===== src/rtl/nway_mux_pipe.sv =====
// nway_mux_pipe: registered M:1 N-bit mux stage with valid/ready handshake and a
// two-entry skid buffer so in_ready comes straight from a flop.
module nway_mux_pipe #(
  parameter int N     = 32,
  parameter int M     = 4,
  parameter int SEL_W = $clog2(M)
) (
  input  logic             clk,
  input  logic             rst_n,
  input  logic [N*M-1:0]   in_data,
  input  logic [SEL_W-1:0] in_sel,
  input  logic             in_valid,
  output logic             in_ready,
  input  logic             flush,
  output logic [N-1:0]     out_data,
  output logic             out_valid,
  input  logic             out_ready,
  output logic [1:0]       level
);
  logic [N-1:0] beat, main_d, main_q, skid_d, skid_q;
  logic mv_d, mv_q, sv_d, sv_q, rdy_q, acc, take;
  always_comb begin
    beat = '0;
    for (int k = 0; k < M; k++)
      if (int'(in_sel) == k) beat = in_data[k*N +: N];
  end
  assign acc  = in_valid && rdy_q;
  // main is free when empty or being consumed this cycle
  assign take = !mv_q || out_ready;
  always_comb begin
    main_d = take && sv_q ? skid_q : (take && acc ? beat : main_q);
    mv_d   = !flush && (take ? (sv_q || acc) : 1'b1);
    skid_d = acc ? beat : skid_q;
    sv_d   = !flush && (take ? (sv_q && acc) : (sv_q || acc));
  end
  always_ff @(posedge clk or negedge rst_n) begin
    if (!rst_n) begin
      main_q <= '0;
      skid_q <= '0;
      mv_q   <= 1'b0;
      sv_q   <= 1'b0;
      rdy_q  <= 1'b0;
    end else begin
      main_q <= main_d;
      skid_q <= skid_d;
      mv_q   <= mv_d;
      sv_q   <= sv_d;
      rdy_q  <= !sv_d;
    end
  end
  assign out_data  = main_q;
  assign out_valid = mv_q;
  assign in_ready  = rdy_q;
  assign level     = {1'b0, mv_q} + {1'b0, sv_q};
endmodule


===== config.mk =====
export PLATFORM = sky130hd
export DESIGN_NAME = nway_mux_pipe
export DESIGN_NICKNAME = d
export VERILOG_FILES = /design/src/rtl/nway_mux_pipe.sv
export SDC_FILE = /design/constraint.sdc
export NUM_CORES = 1
export LEC_CHECK = 0
export BUFFER_PORTS_ARGS = -buffer_cell sky130_fd_sc_hd__buf_2
export CAP_MARGIN = 25
export CORE_MARGIN = 4
export CORE_UTILIZATION = 40
export CTS_CLUSTER_SIZE = 12
export DETAILED_ROUTE_END_ITERATION = 8
export HOLD_SLACK_MARGIN = 0.02
export PLACE_DENSITY = 0.74
export SLEW_MARGIN = 20
export SYNTH_ARGS = -nofsm -noshare
export SYNTH_HDL_FRONTEND = slang
export SYNTH_SLANG_ARGS = --single-unit

===== constraint.sdc =====
create_clock -name clk -period 1.5 [get_ports clk]
set_input_delay 0.075 -clock clk [delete_from_list [all_inputs] [get_ports clk]]
set_output_delay 0.075 -clock clk [all_outputs]
set_load 0.05 [all_outputs]

# [Word level (Yosys, flattened, before mapping)]
# Cells that the tools add are included.
[op_classes] add_sub_neg=1 n_eq_ne=3 muxes=8 reduce_logical=13
[op_table] op="$mux 32" n=6
[op_table] op="$logic_and 1x1->1" n=6
[op_table] op="$eq 2x2->1 const B" n=2
[op_table] op="$logic_not 1->1" n=3
[op_table] op="$add 1x1->2" n=1
[op_table] op="$eq 2x1->1 const B" n=1
[op_table] op="$logic_not 2->1" n=1
[op_table] op="$logic_or 1x1->1" n=2
[op_table] op="$mux 1" n=2
[op_table] op="$reduce_bool 2->1" n=1
[word_totals] regBits=67 input_bits=135

# [Logic depth before layout (Yosys ltp)]
# Gate-level depths: netlist (run 1).
[depth] depth_word=7 depth_mapped=5

# [Worst setup path after synthesis (run 1)]
# OpenSTA, ideal clock, no wires.
[synth_timing] path_kind="flip-flop to flip-flop" from="register rdy_q (netlist: in_ready)" to="register skid_q[10]" arrival_time_ns=1.562 required_ns=1.375 slack_ns=-0.187 stages_incl_launch_ff=5 n_path_buf=2 path_cell_list="dfrtp_1 -> and2_1 -> buf_2 -> buf_2 -> mux2_4"
[synth_via] elab_chain_len=1
[synth_rtl] item="start: declaration" line="21" rtl="logic mv_d, mv_q, sv_d, sv_q, rdy_q, acc, take;"
[synth_rtl] item="start signal: assignment" line="48" rtl="rdy_q <= !sv_d;"
[synth_rtl] item="$logic_and 1x1->1" line="27" rtl="assign acc = in_valid && rdy_q;"
[synth_rtl] item="end signal: assignment" line="45" rtl="skid_q <= skid_d;"
[synth_rtl] item="end: declaration" line="20" rtl="logic [N-1:0] beat, main_d, main_q, skid_d, skid_q;"
# No other way between the ends.
# A chain may end at the register's enable or synchronous reset.

# [Worst setup path in the final report (run 1)]
[layout_timing] from="register mv_q (netlist: out_valid)" to="output level[0]"
[layout_via] elab_chain_len=1
[layout_rtl] item="start: declaration" line="21"
[layout_rtl] item="start signal: assignment" line="46" rtl="mv_q <= mv_d;"
[layout_rtl] item="$add 1x1->2" line="54" rtl="assign level = {1'b0, mv_q} + {1'b0, sv_q};"
[layout_rtl] item="end: declaration" line="18" rtl="output logic [1:0] level"
# No other way between the ends.

==> impl_metrics.json, run 1 <==
{
  "status": "completed",
  "r2r-start": "out_valid$_DFF_PN0_",
  "start_kind": "flop",
  "synth-seq-area-share": 0.451,
  "route.vias.total": 2913,
  "h-tree-depth": 3,
  "finClkSkew_ns": 0.00660,
  "drv_slew": 0,
  "avgSynthCellArea_um2": 16.0,
  "reg2regPathDepth": 4,
  "syn2layout_area_growth_pct": 33.8,
  "dpl.hpwl_mm": 7.29,
  "overflow": 0,
  "cts.sinks": 67,
  "cts_setup_buffers": 0,
  "period_needed_ns": 1.42,
  "cellLeakagePower_nw": 2.26,
  "yosys_warnings": 0,
  "syn_nets": 369,
  "grt_max_degree": 68,
  "cts_resized": 0,
  "tightest_slew_ns": 0.348,
  "cp.arrival_ns": 1.35,
  "cts_buffer_depth": 2,
  "ir_drop_uv": 484,
  "coreArea_um2": 8890,
  "grt_pass1_vias": 3304,
  "cp-endpoint": "level[0]",
  "synth_compound_area_frac": 0.103,
  "synthAdderAreaFrac": 0.00336,
  "post-route-period-util": 0.948,
  "drc": 0,
  "end_kind": "primary output",
  "fmax_mhz": 703,
  "syn_area_um2": 3720,
  "ys_types": 24,
  "synth_xor_area_frac": 0,
  "drive_gt1_frac": 0.697,
  "min_path_type": "in2reg",
  "port_buffers": 170,
  "cellPowerDensity_nw_per_um2": 1160,
  "rsz0062_at_grt": "false",
  "cts_tree": "done",
  "gp_congestion": 0.724,
  "initial_core_util": 0.419,
  "cp_max_fo": 3,
  "dieWidth_um": 104,
  "ant_nets": 0,
  "grt_antenna_before_repair": 0,
  "die_area_um2": 10900,
  "dpl.cell_count": 499,
  "insertion_delay_ns": 0.33,
  "hold_viol_final": 0,
  "synth_top_family_by_area": "multiplexers",
  "maxCapViolations": 0,
  "grt_pass1_wl_mm": 16.1,
  "die_height_um": 104,
  "r2r_setup_slack_ns": 0.17,
  "syn_inst": 233,
  "fin_util": 0.560,
  "final_nets": 540,
  "fillers": 744,
  "stdcell_count": 517,
  "ys_ff_latch": 67,
  "final-setup-viol-count": 0,
  "crit_type": "reg2out",
  "ios": 171,
  "hold_buffers": 2,
  "fin_setup_tns_ns": 0,
  "track_usage": 0.184,
  "crit_start": "out_valid$_DFF_PN0_",
  "cts_root_buf": "clkbuf_8",
  "regToRegEndpoint": "out_data[3]$_DFFE_PN0P_",
  "relSlewSlack": 0.768,
  "synth-simple-area-share": 0.0750,
  "drt_first_pass_iters": 4,
  "rows": 34,
  "num_antenna_cells": 0,
  "via_per_inst": 5.63,
  "drt_iter0_markers": 117,
  "detail_route.wl_per_cell_um": 19.4,
  "synthMuxAreaShare": 0.323,
  "required_ns": 1.42,
  "holdWs_ns": 0.110,
  "wl_mm": 10.0,
  "clkSlewWorstSetupHoldPaths_ns": 0.07,
  "cts_buffers": 9
}
[worst max-delay path, cell delays in order (launching register included)]
cell and delay, ns:
dfrtp_2 0.43, ha_1 0.32, buf_2 0.27
[cell usage in the layout, fill, tap and decap left out, drive strengths merged]
cell and n:
nand3b 32, bufinv 1, a31oi 1, nand2 1, clkbuf 15, dlygate4sd3 2, mux2 32, a21boi 1
ha 1, nand3 2, and2 1, o21ai 1, buf 183, nor2b 1, dfrtp 67, o221a 32
mux4 32, inv 1, nand2b 2, a21oi 1
[per-stage QoR]
| step | area [um2] | worst slack (ns) | power, mW |
|---|---|---|---|
| global route | 4980 | 0.0556 | 6.06 |
| floorplan | 3730 | -0.0326 | 3.66 |
| detailed placement | 4740 | 0.0895 | 4.25 |
| CTS | 4980 | 0.0573 | 5.86 |
| finish | 4980 | 0.0785 | 5.80 |
| global placement | 4740 | 0.115 | 4.20 |
[synth_stat cells, drive strengths merged]
cell type | count | area share
and2 | 1 | 0.0017
mux4 | 32 | 0.20
nor2b | 1 | 0.0017
nand2b | 2 | 0.0034
nand2 | 1 | 0.0010
a21oi | 1 | 0.0013
mux2 | 32 | 0.13
dfrtp | 67 | 0.45
clkbuf | 8 | 0.0081
ha | 1 | 0.0034
o221a | 32 | 0.097
a31oi | 1 | 0.0017
buf | 17 | 0.036
inv | 1 | 0.0010
nand3b | 32 | 0.065
nand3 | 2 | 0.0027
a21boi | 1 | 0.0020
o21ai | 1 | 0.0013
[layer usage]
layer | part of all wire | global-route usage
met3 | 0.074 | 0.0509
met4 | 0.012 | 0.0579
met5 | 0 | 0
met1 | 0.41 | 0.223
met2 | 0.50 | 0.317
[state kept, by name (all words and copies together), names as in the netlist]
name,cells
out_data,32
sv_q,1
out_valid,1
in_ready,1
skid_q,32
[report_power, final]
part           total (mW)  internal, mW  switching [mW]
Combinational        1.92         0.840            1.08
Clock                1.59         0.953           0.638
Sequential           2.29          2.12           0.171
Total                5.80          3.91            1.89
[logic make-up (layout without fill, tap and decap cells)]
family	count (synthesis)	count (layout)
multiplexers	64	64
flip-flops	67	67
AND/OR/NAND/NOR	39	39
adder cells (fa/ha/maj)	1	1
buffers and inverters	26	202
AO/OA/AOI/OAI	36	36
[worst min-delay path by stage]
stage,startpoint,to,depth (start not counted)
after global routing,in_valid,in_ready$_DFF_PN0_,4
final,in_valid,in_ready$_DFF_PN0_,4
after floorplan,rst_n,in_ready$_DFF_PN0_,0
after detailed placement,rst_n,out_data[0]$_DFFE_PN0P_,2
after CTS,in_valid,in_ready$_DFF_PN0_,4
after global placement,rst_n,out_data[0]$_DFFE_PN0P_,2
[area by class of cell]
class	count	area (um2)	share of cell area
clock inverters	1	30.0	0.00603
inverters	1	3.75	0.000754
flip-flops and latches	67	1680	0.337
well taps	108	135	0.0271
multi-input cells	140	1890	0.379
clock buffers	15	186	0.0374
repair buffers	185	1060	0.212
(Power assumes the default switching activity.)
==> inputs of run 2 (changes only) <==
==> constraint.sdc (replaced) <==
create_clock -name clk -period 1.66 [get_ports clk]
set_input_delay 0.083 -clock clk [delete_from_list [all_inputs] [get_ports clk]]
set_output_delay 0.083 -clock clk [all_outputs]
set_load 0.05 [all_outputs]
==> impl_metrics.json, run 2 (synthesis gave the netlist of run 1 again) <==
{
  "status": "completed",
  "layout_common_cells": "buf_2, dfrtp_1, nand3b_1, mux4_2, mux2_4",
  "max_stage_delay_ns": 0.36,
  "num_antenna_cells": 0,
  "drv_slew": 0,
  "maxCapViolations": 0,
  "gp_congestion": 0.691,
  "mostFrequentLayoutCell": "buf_2",
  "grt_max_degree": 68,
  "track_usage": 0.182,
  "overflow": 0,
  "ant_nets": 0,
  "switching_power_mw": 1.71,
  "rsz0062_at_grt": "false",
  "p_int_mw": 3.38,
  "relSlewSlack": 0.613,
  "slowest_stage": "dfrtp_1",
  "cellLeakagePower_nw": 2.24,
  "grt_pass1_vias": 3098,
  "fillers": 748,
  "cts_setup_buffers": 0,
  "h-tree-depth": 3,
  "cts_buffers": 9,
  "cts.sinks": 67,
  "die_area_um2": 10900,
  "cts_buffer_depth": 2,
  "ir_drop_uv": 470,
  "required_ns": 1.58,
  "coreArea_um2": 8890,
  "insertion_delay_ns": 0.32,
  "route.vias.total": 2825,
  "pwr-share-comb": 0.338,
  "final_nets": 538,
  "post-route-period-util": 0.942,
  "grt_pass1_wl_mm": 16.0,
  "cts_root_buf": "clkbuf_8",
  "final-setup-viol-count": 0,
  "cellPowerDensity_nw_per_um2": 1030,
  "tightest_slew_ns": 0.578,
  "port_buffers": 170,
  "dpl.hpwl_mm": 7.13,
  "clkSlewWorstSetupHoldPaths_ns": 0.07,
  "end_kind": "primary output",
  "finClkSkew_ns": 0.0102,
  "fmax_mhz": 639,
  "crit_type": "reg2out",
  "switching_share": 0.336,
  "dpl.cell_count": 496,
  "via_per_inst": 5.51,
  "fin_util": 0.553,
  "detail_route.wl_per_cell_um": 19.2,
  "cts_tree": "done",
  "period_needed_ns": 1.56,
  "stdcell_count": 513,
  "die_height_um": 104,
  "drive_gt1_frac": 0.694,
  "dieWidth_um": 104,
  "ios": 171,
  "rows": 34,
  "hold_viol_final": 0,
  "pwr-share-clk": 0.255,
  "crit_path_cell_trace": "buf_6 > ha_1 > buf_2",
  "cp_max_fo": 35,
  "cp.arrival_ns": 1.48,
  "min_path_type": "in2reg",
  "pwr-share-seq": 0.406,
  "syn2layout_area_growth_pct": 32.2,
  "drt_iter0_markers": 108,
  "drc": 0,
  "wl_mm": 9.82,
  "drt_first_pass_iters": 4,
  "start_kind": "flop",
  "initial_core_util": 0.419,
  "grt_antenna_before_repair": 0
}
==> run 2: cell types whose count changed in the layout (fill, tap and decap cells not counted), sizes merged <==
cell    before  now
clkbuf      15   11
buf        183  180
clkinv       0    2
a21boi       1    2
==> run 2: power groups by stage <==
stage	clock network [mW]	logic, mW	registers [mW]
after floorplan	0	0.711	2.59
after global routing	1.42	1.82	2.10
after CTS	1.34	1.74	2.07
after detailed placement	0	1.73	2.09
final	1.30	1.72	2.07
after global placement	0	1.68	2.08
==> run 2: cell type report <==
cell class	count	area [um2]	area share
clock buffers	11	141	0.0287
clock inverters	3	40.0	0.00814
inverters	1	3.75	0.000763
multi-input cells	141	1910	0.388
flip-flops and latches	67	1680	0.341
well taps	108	135	0.0275
repair buffers	182	1010	0.206
==> run 2: metrics by stage <==
step | total power, mW | setup WS (ns) | hold WS [ns] | TNS (ns) | area [um2]
2_1_floorplan | 3.30 | 0.0559 | -0.213 | 0 | 3720
3_3_place_gp | 3.76 | -0.0120 | 0.128 | -0.0223 | 4690
3_5_place_dp | 3.82 | -0.0911 | 0.137 | -1.76 | 4690
4_1_cts | 5.15 | 0.0545 | 0.117 | 0 | 4920
5_1_grt | 5.35 | 0.0173 | 0.202 | 0 | 4920
6_report | 5.08 | 0.0958 | 0.128 | 0 | 4920
==> run 2: metal layers <==
| metal | part of all wire | GRT usage | vias to the layer above |
|---|---|---|---|
| met4 | 0.0081 | 0.0484 | 0 |
| li1 | - | - | 1287 |
| met5 | 0 | 0 | - |
| met3 | 0.071 | 0.0435 | 8 |
| met2 | 0.52 | 0.306 | 116 |
| met1 | 0.41 | 0.236 | 1414 |
==> run 2: path summary, 6_finish.rpt <==
kind,from,end,slack (ns),cells past startpoint
setup / recovery,sv_q$_DFF_PN0_,level[1],0.1,3
hold / removal,in_valid,in_ready$_DFF_PN0_,0.13,4
setup reg to reg,sv_q$_DFF_PN0_,out_data[0]$_DFFE_PN0P_,0.18,4
hold reg to reg,skid_q[14]$_DFFE_PN0P_,skid_q[14]$_DFFE_PN0P_,0.50,1
max in group asynchronous,rst_n,in_ready$_DFF_PN0_,1.05,3
min in group asynchronous,rst_n,skid_q[31]$_DFFE_PN0P_,0.31,3
==> run 2: worst max-delay path, delay by kind of cell, from the launching register on <==
family	cells	cell delay, ns
adder cells (fa/ha/maj)	1	0.25
buffers and inverters	2	0.55
flip-flops	1	0.36
==> run 2: repair_timing <==
action                     CTS  global route
hold buffers                 2             0
resized for setup            2             0
hold endpoints to repair    70             0
setup endpoints to repair   34             0
==> inputs of run 3 (changes only) <==
--- a/config.mk
+++ b/config.mk
@@ -8,11 +8,11 @@
 export BUFFER_PORTS_ARGS = -buffer_cell sky130_fd_sc_hd__buf_2
 export CAP_MARGIN = 25
 export CORE_MARGIN = 4
-export CORE_UTILIZATION = 40
+export CORE_UTILIZATION = 26
 export CTS_CLUSTER_SIZE = 12
 export DETAILED_ROUTE_END_ITERATION = 8
 export HOLD_SLACK_MARGIN = 0.02
-export PLACE_DENSITY = 0.74
+export PLACE_DENSITY = 0.54
 export SLEW_MARGIN = 20
 export SYNTH_ARGS = -nofsm -noshare
 export SYNTH_HDL_FRONTEND = slang
==> impl_metrics.json, run 3 (synthesis gave the netlist of run 1 again) <==
{
  "ios": 171,
  "wl_mm": 10.3,
  "switching_power_mw": 1.78,
  "cts_buffer_depth": 2,
  "end_kind": "primary output",
  "coreArea_um2": 13900,
  "period_needed_ns": 1.43,
  "rsz0062_at_grt": "false",
  "cts_buffers": 9,
  "min_path_type": "in2reg",
  "drt_iter0_markers": 158,
  "tightest_slew_ns": 0.369,
  "hold_viol_final": 0,
  "p_int_mw": 3.75,
  "die_area_um2": 16300,
  "status": "completed",
  "drv_slew": 0,
  "pwr-share-clk": 0.312,
  "cp.arrival_ns": 1.35,
  "required_ns": 1.58,
  "track_usage": 0.128,
  "fin_setup_tns_ns": 0,
  "finClkSkew_ns": 0.00410,
  "start_kind": "flop",
  "num_antenna_cells": 0,
  "fmax_mhz": 698,
  "pwr-share-comb": 0.315,
  "overflow": 0,
  "stdcell_count": 588,
  "ant_nets": 0,
  "switching_share": 0.322,
  "fin_area_um2": 5120,
  "cellPowerDensity_nw_per_um2": 1080,
  "worst_slack_ns": 0.227,
  "gp_congestion": 0.727,
  "dpl.hpwl_mm": 7.59,
  "rows": 43,
  "post-route-period-util": 0.863,
  "detail_route.wl_per_cell_um": 17.6,
  "dpl.cell_count": 572,
  "maxCapViolations": 0,
  "grt_max_degree": 68,
  "cts.sinks": 67,
  "die_height_um": 128,
  "route.vias.total": 2841,
  "relSlewSlack": 0.754,
  "crit_type": "reg2out",
  "insertion_delay_ns": 0.32,
  "grt_pass1_vias": 3164,
  "clkSlewWorstSetupHoldPaths_ns": 0.05,
  "grt_antenna_before_repair": 0,
  "layout_common_cells": "buf_2, dfrtp_1, nand3b_1, mux4_2, mux2_4",
  "syn2layout_area_growth_pct": 37.6,
  "pre_cts_slack_ns": 0.205,
  "drive_gt1_frac": 0.699,
  "pwr-share-seq": 0.374,
  "initial_core_util": 0.267,
  "cp_max_fo": 3,
  "fillers": 1332,
  "mostFrequentLayoutCell": "buf_2",
  "final-setup-viol-count": 0,
  "place_area_um2": 4830,
  "final_nets": 541,
  "cellLeakagePower_nw": 2.29,
  "dieWidth_um": 128,
  "grt_pass1_wl_mm": 16.4,
  "cts_tree": "done",
  "drc": 0,
  "h-tree-depth": 3,
  "via_per_inst": 4.83,
  "port_buffers": 170,
  "drt_first_pass_iters": 4,
  "ir_drop_uv": 361,
  "cts_root_buf": "clkbuf_16"
}
==> run 3: cell types whose count changed in the layout (fill, tap and decap cells not counted) <==
cell,before,now
clkbuf_16,0,9
clkbuf_8,10,2
buf_4,4,8
a21boi_4,2,1
buf_12,5,6
buf_6,1,0
bufinv_16,1,0
clkinv_2,2,1
clkinvlp_4,0,1
nand2b_1,2,1
nand2b_2,0,1
==> run 3: layout make-up <==
type / instances / area [um2] / area share
Clock buffer: 12 / 256 / 0.0501
Timing Repair Buffer: 186 / 1050 / 0.205
Sequential cell: 67 / 1680 / 0.328
Inverter: 1 / 3.75 / 0.000733
Tap cell: 180 / 225 / 0.0440
Clock inverter: 2 / 12.5 / 0.00244
Multi-Input combinational cell: 140 / 1890 / 0.370
==> run 3: worst max-delay path, cell delays in order (launching register included) <==
cell and delay [ns]:
dfrtp_1 0.42, ha_1 0.34, buf_2 0.27
==> run 3: metal layers <==
metal	share of wire	GRT usage	up-vias
met1	0.42	0.159	1431
met4	0.018	0.0487	0
met2	0.49	0.219	100
li1	-	-	1297
met5	0	0	-
met3	0.066	0.0280	13
==> run 3: metrics by stage <==
stage | power [mW] | utilization | hold WS, ns
after floorplan | 3.30 | - | -0.213
after global placement | 3.81 | 0.347 | 0.134
after CTS | 5.62 | 0.367 | 0.133
after detailed placement | 3.85 | 0.347 | 0.138
final | 5.53 | 0.367 | 0.148
after global routing | 5.82 | 0.367 | 0.145
==> run 3: timing repair <==
item                                    4_1_cts  5_1_grt
gates resized for setup                       0        0
hold endpoints to repair                     70        0
setup buffers                                 0        0
hold buffers                                  2        0
endpoints found under the setup margin        0        0
==> run 3: final timing paths <==
path	startpoint	endpoint	slack (ns)	depth (start not counted)
max in group asynchronous	rst_n	in_ready$_DFF_PN0_	1.03	3
min in group asynchronous	rst_n	out_data[5]$_DFFE_PN0P_	0.31	3
setup reg to reg	out_valid$_DFF_PN0_	out_data[18]$_DFFE_PN0P_	0.25	4
hold / removal	in_valid	out_valid$_DFF_PN0_	0.15	3
hold reg to reg	skid_q[1]$_DFFE_PN0P_	skid_q[1]$_DFFE_PN0P_	0.50	1
setup / recovery	out_valid$_DFF_PN0_	level[0]	0.23	2
==> run 3: power by group through the flow <==
stage          logic, mW  clock network (mW)  registers, mW
2_1_floorplan      0.711                   0           2.59
5_1_grt             1.84                1.87           2.10
3_5_place_dp        1.76                   0           2.09
6_report            1.74                1.72           2.07
3_3_place_gp        1.73                   0           2.09
4_1_cts             1.77                1.78           2.07
